**src/rtl/maze_input_pkg.sv**
```systemverilog
// Shared definitions for the maze game input front end: button FSM state
// encoding, direction codes and the counter sizing helper.
package maze_input_pkg;

    typedef enum logic [1:0] {
        IDLE      = 2'd0,
        DEB_PRESS = 2'd1,
        HELD      = 2'd2,
        DEB_REL   = 2'd3
    } btn_state_e;

    localparam logic [1:0] DIR_UP    = 2'd0;
    localparam logic [1:0] DIR_DOWN  = 2'd1;
    localparam logic [1:0] DIR_LEFT  = 2'd2;
    localparam logic [1:0] DIR_RIGHT = 2'd3;

    // One shared counter serves debounce and repeat timing, so it is sized
    // for the longest interval it must ever reach.
    function automatic int cnt_width(input int a, input int b, input int c);
        int m;
        m = a;
        if (b > m) m = b;
        if (c > m) m = c;
        return $clog2(m + 1);
    endfunction

endpackage

```
**src/rtl/btn_debounce_fsm.sv**
```systemverilog
// One direction button: two-flop synchroniser, debounce FSM and auto-repeat
// timer producing a debounced level and single-cycle press/repeat pulses.
module btn_debounce_fsm
    import maze_input_pkg::*;
#(
    parameter int DEBOUNCE_CYCLES = 1000000,
    parameter int REPEAT_DELAY    = 50000000,
    parameter int REPEAT_PERIOD   = 10000000,
    parameter int REPEAT_EN       = 1
) (
    input  logic ClkPort,
    input  logic Reset,
    input  logic btn_raw,
    output logic level,
    output logic pulse
);

    localparam int CNT_W = cnt_width(DEBOUNCE_CYCLES, REPEAT_DELAY, REPEAT_PERIOD);
    localparam logic [CNT_W-1:0] DEB_LAST    = CNT_W'(DEBOUNCE_CYCLES - 1);
    localparam logic [CNT_W-1:0] DELAY_LAST  = CNT_W'(REPEAT_DELAY - 1);
    localparam logic [CNT_W-1:0] PERIOD_LAST = CNT_W'(REPEAT_PERIOD - 1);

    logic             sync_meta_q;
    logic             sync_x_q;
    btn_state_e       state_q, state_d;
    logic [CNT_W-1:0] cnt_q, cnt_d;
    logic             first_q, first_d;

    always_ff @(posedge ClkPort or posedge Reset) begin
        if (Reset) begin
            sync_meta_q <= 1'b0;
            sync_x_q    <= 1'b0;
            state_q     <= IDLE;
            cnt_q       <= '0;
            first_q     <= 1'b0;
        end else begin
            sync_meta_q <= btn_raw;
            sync_x_q    <= sync_meta_q;
            state_q     <= state_d;
            cnt_q       <= cnt_d;
            first_q     <= first_d;
        end
    end

    // level and pulse are decoded from the registered state so the press
    // pulse lands on the last stable debounce cycle, not one cycle later.
    always_comb begin
        state_d = state_q;
        cnt_d   = cnt_q;
        first_d = first_q;
        level   = 1'b0;
        pulse   = 1'b0;
        case (state_q)
            IDLE: begin
                if (sync_x_q) begin
                    state_d = DEB_PRESS;
                    cnt_d   = '0;
                end
            end
            DEB_PRESS: begin
                if (!sync_x_q) begin
                    state_d = IDLE;
                    cnt_d   = '0;
                end else if (cnt_q == DEB_LAST) begin
                    state_d = HELD;
                    cnt_d   = '0;
                    first_d = 1'b1;
                    level   = 1'b1;
                    pulse   = 1'b1;
                end else begin
                    cnt_d = cnt_q + CNT_W'(1);
                end
            end
            HELD: begin
                level = 1'b1;
                if (!sync_x_q) begin
                    state_d = DEB_REL;
                    cnt_d   = '0;
                end else if (REPEAT_EN != 0) begin
                    // first_q selects the long initial delay; later repeats use the period
                    if (cnt_q == (first_q ? DELAY_LAST : PERIOD_LAST)) begin
                        pulse   = 1'b1;
                        cnt_d   = '0;
                        first_d = 1'b0;
                    end else begin
                        cnt_d = cnt_q + CNT_W'(1);
                    end
                end
            end
            DEB_REL: begin
                level = 1'b1;
                if (sync_x_q) begin
                    state_d = HELD;
                    cnt_d   = '0;
                    first_d = 1'b0;
                end else if (cnt_q == DEB_LAST) begin
                    state_d = IDLE;
                    cnt_d   = '0;
                end else begin
                    cnt_d = cnt_q + CNT_W'(1);
                end
            end
            default: begin
                state_d = IDLE;
                cnt_d   = '0;
            end
        endcase
    end

endmodule

```
**src/rtl/maze_input_ctrl.sv**
```systemverilog
// Maze game input front end: four debounced direction buttons feeding a
// registered priority arbiter (U > D > L > R) and a move counter.
module maze_input_ctrl
    import maze_input_pkg::*;
#(
    parameter int DEBOUNCE_CYCLES = 1000000,
    parameter int REPEAT_DELAY    = 50000000,
    parameter int REPEAT_PERIOD   = 10000000,
    parameter int REPEAT_EN       = 1
) (
    input  logic       ClkPort,
    input  logic       Reset,
    input  logic       BtnU,
    input  logic       BtnD,
    input  logic       BtnL,
    input  logic       BtnR,
    output logic [3:0] btn_level,
    output logic [3:0] btn_pulse,
    output logic       move_valid,
    output logic [1:0] move_dir,
    output logic [7:0] press_count
);

    logic [3:0] btn_raw;
    logic       move_valid_q, move_valid_d;
    logic [1:0] move_dir_q, move_dir_d;
    logic [7:0] press_count_q, press_count_d;

    assign btn_raw = {BtnU, BtnD, BtnL, BtnR};

    for (genvar i = 0; i < 4; i++) begin : g_btn
        btn_debounce_fsm #(
            .DEBOUNCE_CYCLES (DEBOUNCE_CYCLES),
            .REPEAT_DELAY    (REPEAT_DELAY),
            .REPEAT_PERIOD   (REPEAT_PERIOD),
            .REPEAT_EN       (REPEAT_EN)
        ) u_btn (
            .ClkPort (ClkPort),
            .Reset   (Reset),
            .btn_raw (btn_raw[i]),
            .level   (btn_level[i]),
            .pulse   (btn_pulse[i])
        );
    end

    always_ff @(posedge ClkPort or posedge Reset) begin
        if (Reset) begin
            move_valid_q  <= 1'b0;
            move_dir_q    <= DIR_UP;
            press_count_q <= '0;
        end else begin
            move_valid_q  <= move_valid_d;
            move_dir_q    <= move_dir_d;
            press_count_q <= press_count_d;
        end
    end

    // Losing pulses in a collision are dropped; move_dir holds its last value when idle.
    always_comb begin
        move_valid_d  = |btn_pulse;
        move_dir_d    = move_dir_q;
        press_count_d = press_count_q + (move_valid_q ? 8'd1 : 8'd0);
        if (btn_pulse[3])      move_dir_d = DIR_UP;
        else if (btn_pulse[2]) move_dir_d = DIR_DOWN;
        else if (btn_pulse[1]) move_dir_d = DIR_LEFT;
        else if (btn_pulse[0]) move_dir_d = DIR_RIGHT;
    end

    assign move_valid  = move_valid_q;
    assign move_dir    = move_dir_q;
    assign press_count = press_count_q;

endmodule

```
**config.mk**
```make
export PLATFORM = sky130hd
export DESIGN_NAME = maze_input_ctrl
export DESIGN_NICKNAME = d
export VERILOG_FILES = /design/src/rtl/maze_input_pkg.sv /design/src/rtl/btn_debounce_fsm.sv /design/src/rtl/maze_input_ctrl.sv
export SDC_FILE = /design/constraint.sdc
export NUM_CORES = 1
export LEC_CHECK = 0
export ABC_AREA = 1
export CORE_AREA = 2 2 117 148
export DETAILED_ROUTE_END_ITERATION = 10
export DIE_AREA = 0 0 119 150
export GPL_TIMING_DRIVEN = 0
export PLACE_DENSITY_LB_ADDON = 0.15
export SETUP_SLACK_MARGIN = 0.05
export SLEW_MARGIN = 20
export SYNTH_ARGS = -nofsm -noshare
export SYNTH_HDL_FRONTEND = slang
export SYNTH_SLANG_ARGS = --single-unit
```
**constraint.sdc**
```tcl
create_clock -name ClkPort -period 6.85 [get_ports ClkPort]
set_clock_uncertainty 0.2 [all_clocks]
set_input_delay 1.37 -clock ClkPort [delete_from_list [all_inputs] [get_ports ClkPort]]
set_output_delay 1.37 -clock ClkPort [all_outputs]
set_load 0.005 [all_outputs]
```
==> summary.txt, run 1 <==
Max-cap violations -> 0
Slowest-stage cell, CP -> clkdlybuf4s50_1
Worst-Skew Late Latency -> 0.43 ns
Post-synth top cells -> nand2_1, inv_1, nor2_1
Num CTS Buffers -> 17
Starting Density -> 52.8%
Placeable Area -> 0.0165 mm²
dpl ws -> 2.98 ns
Setup TNS -> 0 ns
Cell Rows -> 53
crit path buf inv count -> 2
RSZ-0062 raised after global routing -> false
IO Pins -> 25
leading area contributor after synthesis -> dfrtp_1
final hold vios -> 0
most numerous cell in the Yosys netlist -> nand2_1
DP Area -> 0.00926 mm²
CTS sink count -> 135
critical path endpoint category -> output port
Avg WL per Cell -> 14.1 µm
Syn Inst Count -> 1173
via count -> 7719
post-CTS repair timing setup buffer count -> 0
Detail Placement HPWL -> 14900 µm
Layout area overhead -> 13.6%
fin crit share -> 63.5%
Vias/cell -> 5.32
Avg Cell Area, Syn -> 7.43 µm²
post-synth cell types -> 41
Largest delay share family, worst path -> simple AND/OR/NAND/NOR gates
Layout Utilization -> 59.9%
post-route ant nets -> 0
Worst EP arrival -> 2.78 ns
Placer Congestion -> 0.950
Post-CTS Hold Buffers -> 0
CP max stage delay -> 0.49 ns
Hold/Removal Path Class -> reg2reg
clk root buf -> clkbuf_16
Pwr Total -> 2.72 mW
Die W -> 119 µm
routed wire length -> 20400 µm
DRC violations left -> 0
DRT iter0 DRCs -> 513
GRT Util Overall -> 23.9%
die area -> 0.0179 mm²
top post-synthesis cells by area -> dfrtp_1, nand2_1, xor2_1, inv_1, nor2_1
n_diodes -> 0
Tightest Pin Transition -> 0.564 ns
CTS clock-pin slew for the worst setup and hold paths -> 0.06 ns
outcome -> complete, no violations
pin count of the biggest net entering global routing -> 89
post-CTS sizing -> 0
final setup violation count -> 0
FF+latch count, synth -> 135
Post-Place Cells -> 1418
Die Span Y -> 150 µm
GRT Residual Overflow -> 0
Net count, final -> 1249
vias in the first global route -> 7294
CP Launch Type -> flop
Peak supply drop -> 0.000176 V
share of the synthesized area in the top cell type -> 38.8%
initial antenna violation count -> 0
PD cells -> 274 mW/mm²
IO buf count -> 24
critical-path cell list -> ha_1, nand2_1, nor2_1, nand2_2, nor3_1, nand3b_1, or2_2, a21oi_1, buf_4, clkdlybuf4s50_1
Setup WS post-layout -> 2.50 ns
sequential share of the synthesized area -> 38.8%
TritonCTS clock tree -> built
H-tree Lvls -> 4
first-pass GRT wire length -> 34400 µm
share of post-route cells with drive strength above 1 -> 7.89%
design area -> 0.00989 mm²
fin. max-slew vios -> 0
final hold slack -> 0.145 ns
final non-filler cell total -> 1450
Req. time, crit path -> 5.28 ns
ys flop type -> dfrtp_1
Worst Setup Path Type -> reg2out
fmax -> 0.230 GHz
CP max FO -> 5
crit path time final -> 4.35 ns
LEAKAGE -> 4.33 nW
clock buffer depth -> 2
Netlist Area Pre-Place -> 0.00871 mm²
synth warn -> 0
Post-synth EDFFs -> 0
drt first pass iters -> 7
Net Count, Synth -> 1205
Async SR Flop Fraction -> 100%
normalized max-slew margin -> 62.1%
==> path summary, 6_finish.rpt <==
path                                             to                        from  cells after the start  slack (ns)
setup / recovery                       btn_pulse[0]     g_btn[0].u_btn.cnt_q[0]                     10        2.50
hold / removal              g_btn[1].u_btn.sync_x_q  g_btn[1].u_btn.sync_meta_q                      0        0.14
setup reg to reg           g_btn[0].u_btn.cnt_q[11]   g_btn[0].u_btn.state_q[0]                      8        4.46
hold reg to reg             g_btn[1].u_btn.sync_x_q  g_btn[1].u_btn.sync_meta_q                      0        0.14
max in group asynchronous    g_btn[1].u_btn.first_q                       Reset                      3        4.57
min in group asynchronous               move_dir[0]                       Reset                      2        1.14
==> layout by cell type (no fill, tap or decap), drive strengths merged, types with 4 or more instances in the layout <==
cell type,netlist,layout
xnor2,9,9
o22ai,41,41
nand4,47,47
nor3,39,39
ha,26,26
o21ai,44,44
a21oi,43,43
nand2,274,274
bufinv,0,4
clkbuf,7,27
inv,157,157
clkinvlp,0,6
dfrtp,135,135
nor4,9,9
clkdlybuf4s50,0,24
nand3,85,85
buf,16,17
clkinv,3,5
nor2,158,158
xor2,68,68
==> flip-flops by register name (all words and copies together), names as in the netlist, named ones only <==
signal / cells
g_btn.u_btn.sync_meta_q: 4
move_valid: 1
g_btn.u_btn.first_q: 4
move_dir: 2
press_count: 8
g_btn.u_btn.sync_x_q: 4
g_btn.u_btn.cnt_q: 104
g_btn.u_btn.state_q: 4
==> logic make-up after synthesis <==
group | after synthesis | synth area share, %
AO/OA/AOI/OAI | 133 | 8.49
AND/OR/NAND/NOR | 619 | 32.6
buffers and inverters | 183 | 8.69
flip-flops | 135 | 38.8
adder cells (fa/ha/maj) | 26 | 3.73
XOR/XNOR | 77 | 7.74
==> cell type report <==
type / count / area, µm²
fillers: 1499 / 6620
multi-input cells: 855 / 4580
flip-flops and latches: 135 / 3380
inverters: 160 / 609
clock buffers: 20 / 457
well taps: 220 / 275
repair buffers: 25 / 268
clock inverters: 12 / 175
plain buffers: 23 / 155
==> where the power goes <==
part	switching (mW)	internal, mW	total, mW
clock network	0.359	0.627	0.986
registers	0.0514	0.856	0.908
logic	0.541	0.281	0.822
==> metal layers <==
metal	GRT usage [%]	vias to the layer above	routed length, µm
met2	40.1	167	9760
met3	4.88	38	830
met5	0	-	0
met4	9.05	0	433
met1	30.5	3614	9400
li1	-	3900	-
==> worst reg2reg max path, delay by kind of cell, from the launching register on <==
family	cells	cell delay [ns]
AND/OR/NAND/NOR	3	0.68
adder cells (fa/ha/maj)	1	0.25
AO/OA/AOI/OAI	1	0.11
buffers and inverters	3	0.67
flip-flops	1	0.40
No activity file was read; power rests on OpenSTA's default activity.
==> inputs of run 2 (changes only) <==
clock period = 4.1 ns   (was 6.85 ns; I/O delays follow)
==> summary.txt, run 2 (synthesis gave the netlist of run 1 again) <==
Setup WS post-layout -> 0.355 ns (was 2.50 ns)
via count -> 7755 (was 7719)
IO Pins -> 25 (unchanged)
final setup violation count -> 0 (unchanged)
Starting Density -> 52.8% (unchanged)
n_diodes -> 0 (unchanged)
most common cell after layout, fill and taps aside -> nand2_1 (unchanged)
Pwr Total -> 4.36 mW (was 2.72 mW)
Max-cap violations -> 0 (unchanged)
post-route ant nets -> 0 (unchanged)
Setup TNS -> 0 ns (unchanged)
critical path endpoint category -> output port (unchanged)
Die W -> 119 µm (unchanged)
IO buf count -> 24 (unchanged)
share of post-route cells with drive strength above 1 -> 7.56% (was 7.89%)
normalized max-slew margin -> 62.3% (was 62.1%)
fmax -> 0.267 GHz
H-tree Lvls -> 4 (unchanged)
Placer Congestion -> 0.938 (was 0.950)
GRT Residual Overflow -> 0 (unchanged)
initial antenna violation count -> 0 (unchanged)
Levels on crit path -> 10 (unchanged)
WHS Path Cells -> 0 (unchanged)
final hold vios -> 0 (unchanged)
fin crit share -> 91.3%
CP Launch Type -> flop (unchanged)
commonest cells after routing, fill and taps aside -> nand2_1, inv_1, nor2_1, dfrtp_1, nand3_1 (unchanged)
vias in the first global route -> 7541 (was 7294)
dpl ws -> 0.773 ns (was 2.98 ns)
fin. max-slew vios -> 0 (unchanged)
Worst Setup Path Type -> reg2out (unchanged)
Vias/cell -> 5.35 (was 5.32)
critical-path cell list -> ha_1, nand2_1, nor2_1, nand2_2, nor3_1, nand3b_1, or2_2, a21oi_1, buf_4, clkdlybuf4s50_1 (unchanged)
CTS sink count -> 135 (unchanged)
Worst EP arrival -> 2.73 ns (was 2.78 ns)
clock buffer depth -> 2 (unchanged)
GRT Util Overall -> 24.4% (was 23.9%)
Peak supply drop -> 0.000358 V (was 0.000176 V)
clk root buf -> clkbuf_16 (unchanged)
crit path time final -> 3.75 ns
Largest Register -> g_btn.u_btn.cnt_q (unchanged)
DRC violations left -> 0 (unchanged)
Detail Placement HPWL -> 15200 µm (was 14900 µm)
RSZ-0062 raised after global routing -> false (unchanged)
CTS clock-pin slew for the worst setup and hold paths -> 0.05 ns (was 0.06 ns)
Req. time, crit path -> 3.08 ns (was 5.28 ns)
Slowest-stage cell, CP -> clkdlybuf4s50_1 (unchanged)
Placeable Area -> 0.0165 mm² (unchanged)
post-CTS sizing -> 0 (unchanged)
drt first pass iters -> 5 (was 7)
crit path buf inv count -> 2 (unchanged)
CP max FO -> 5 (unchanged)
reg2reg path depth -> 8 (unchanged)
DRT iter0 DRCs -> 608 (was 513)
Post-CTS Hold Buffers -> 0 (unchanged)
pin count of the biggest net entering global routing -> 33 (was 89)
routed wire length -> 20400 µm (about the same)
TritonCTS clock tree -> built (unchanged)
Cell Rows -> 53 (unchanged)
outcome -> complete, no violations (unchanged)
Largest delay share family, worst path -> simple AND/OR/NAND/NOR gates (unchanged)
CP max stage delay -> 0.49 ns (about the same)
post-CTS repair timing setup buffer count -> 0 (unchanged)
Die Span Y -> 150 µm (unchanged)
Hold/Removal Path Class -> reg2reg (unchanged)
LEAKAGE -> 4.34 nW (was 4.33 nW)
Worst-Skew Late Latency -> 0.42 ns (was 0.43 ns)
Layout area overhead -> 13.3% (was 13.6%)
first-pass GRT wire length -> 35300 µm (was 34400 µm)
Net count, final -> 1252 (was 1249)
Num CTS Buffers -> 17 (unchanged)
PD cells -> 442 mW/mm² (was 274 mW/mm²)
max FFs per register -> 104 (unchanged)
die area -> 0.0179 mm² (unchanged)
Avg WL per Cell -> 14.0 µm (was 14.1 µm)
Tightest Pin Transition -> 0.560 ns (was 0.564 ns)
==> run 2: changes by cell type in the layout (fill, tap and decap cells not counted), sizes merged <==
cell / delta
bufinv: -2
clkinvlp: -5
inv: -1
clkbuf: +5
buf: +3
==> run 2: worst paths after layout <==
check | start | endpoint | slack, ns
worst max register to register | g_btn[0].u_btn.state_q[0] | g_btn[0].u_btn.cnt_q[2] | 1.72
worst min register to register | g_btn[1].u_btn.sync_meta_q | g_btn[1].u_btn.sync_x_q | 0.15
min in group asynchronous | Reset | g_btn[3].u_btn.sync_x_q | 0.58
worst min-delay path | g_btn[1].u_btn.sync_meta_q | g_btn[1].u_btn.sync_x_q | 0.15
max in group asynchronous | Reset | g_btn[0].u_btn.cnt_q[16] | 2.15
worst max-delay path | g_btn[0].u_btn.cnt_q[0] | btn_pulse[0] | 0.35
==> run 2: worst reg2reg max path: stages (launching register included) <==
cell	delay (ns)
dfrtp_1	0.39
inv_1	0.11
ha_1	0.25
nand2_4	0.16
clkinv_1	0.37
nor2_4	0.38
nand2_4	0.15
buf_6	0.17
o22ai_1	0.12
==> run 2: where the power goes <==
part           internal, mW  switching (mW)
Sequential             1.43          0.0866
Combinational         0.475           0.891
Clock                 0.931           0.544
Total                  2.84            1.52
==> run 2: cell type report <==
cell class	count	area, µm²
plain buffers	23	155
clock buffers	25	485
clock inverters	4	70.1
fillers	1534	6650
inverters	160	606
multi-input cells	855	4580
flip-flops and latches	135	3380
well taps	220	275
repair buffers	28	320
==> run 2: metal layers <==
metal / vias to the layer above / routed length, µm / global-route usage, %
li1: 3905 / - / -
met4: 0 / 468 / 9.05
met1: 3635 / 9230 / 31.0
met3: 35 / 702 / 3.77
met5: - / 0 / 0
met2: 180 / 9960 / 41.8
==> run 2: through the flow <==
stage | hold WS (ns) | cells | cell area (µm²) | utilization [%]
5_1_grt | 0.155 | 1450 | 9870 | 59.8
4_1_cts | 0.150 | 1450 | 9870 | 59.8
6_report | 0.147 | 1450 | 9870 | 59.8
2_1_floorplan | 0.131 | 1173 | 8720 | -
3_3_place_gp | 0.133 | 1417 | 9230 | 55.9
3_5_place_dp | 0.137 | 1421 | 9310 | 56.4
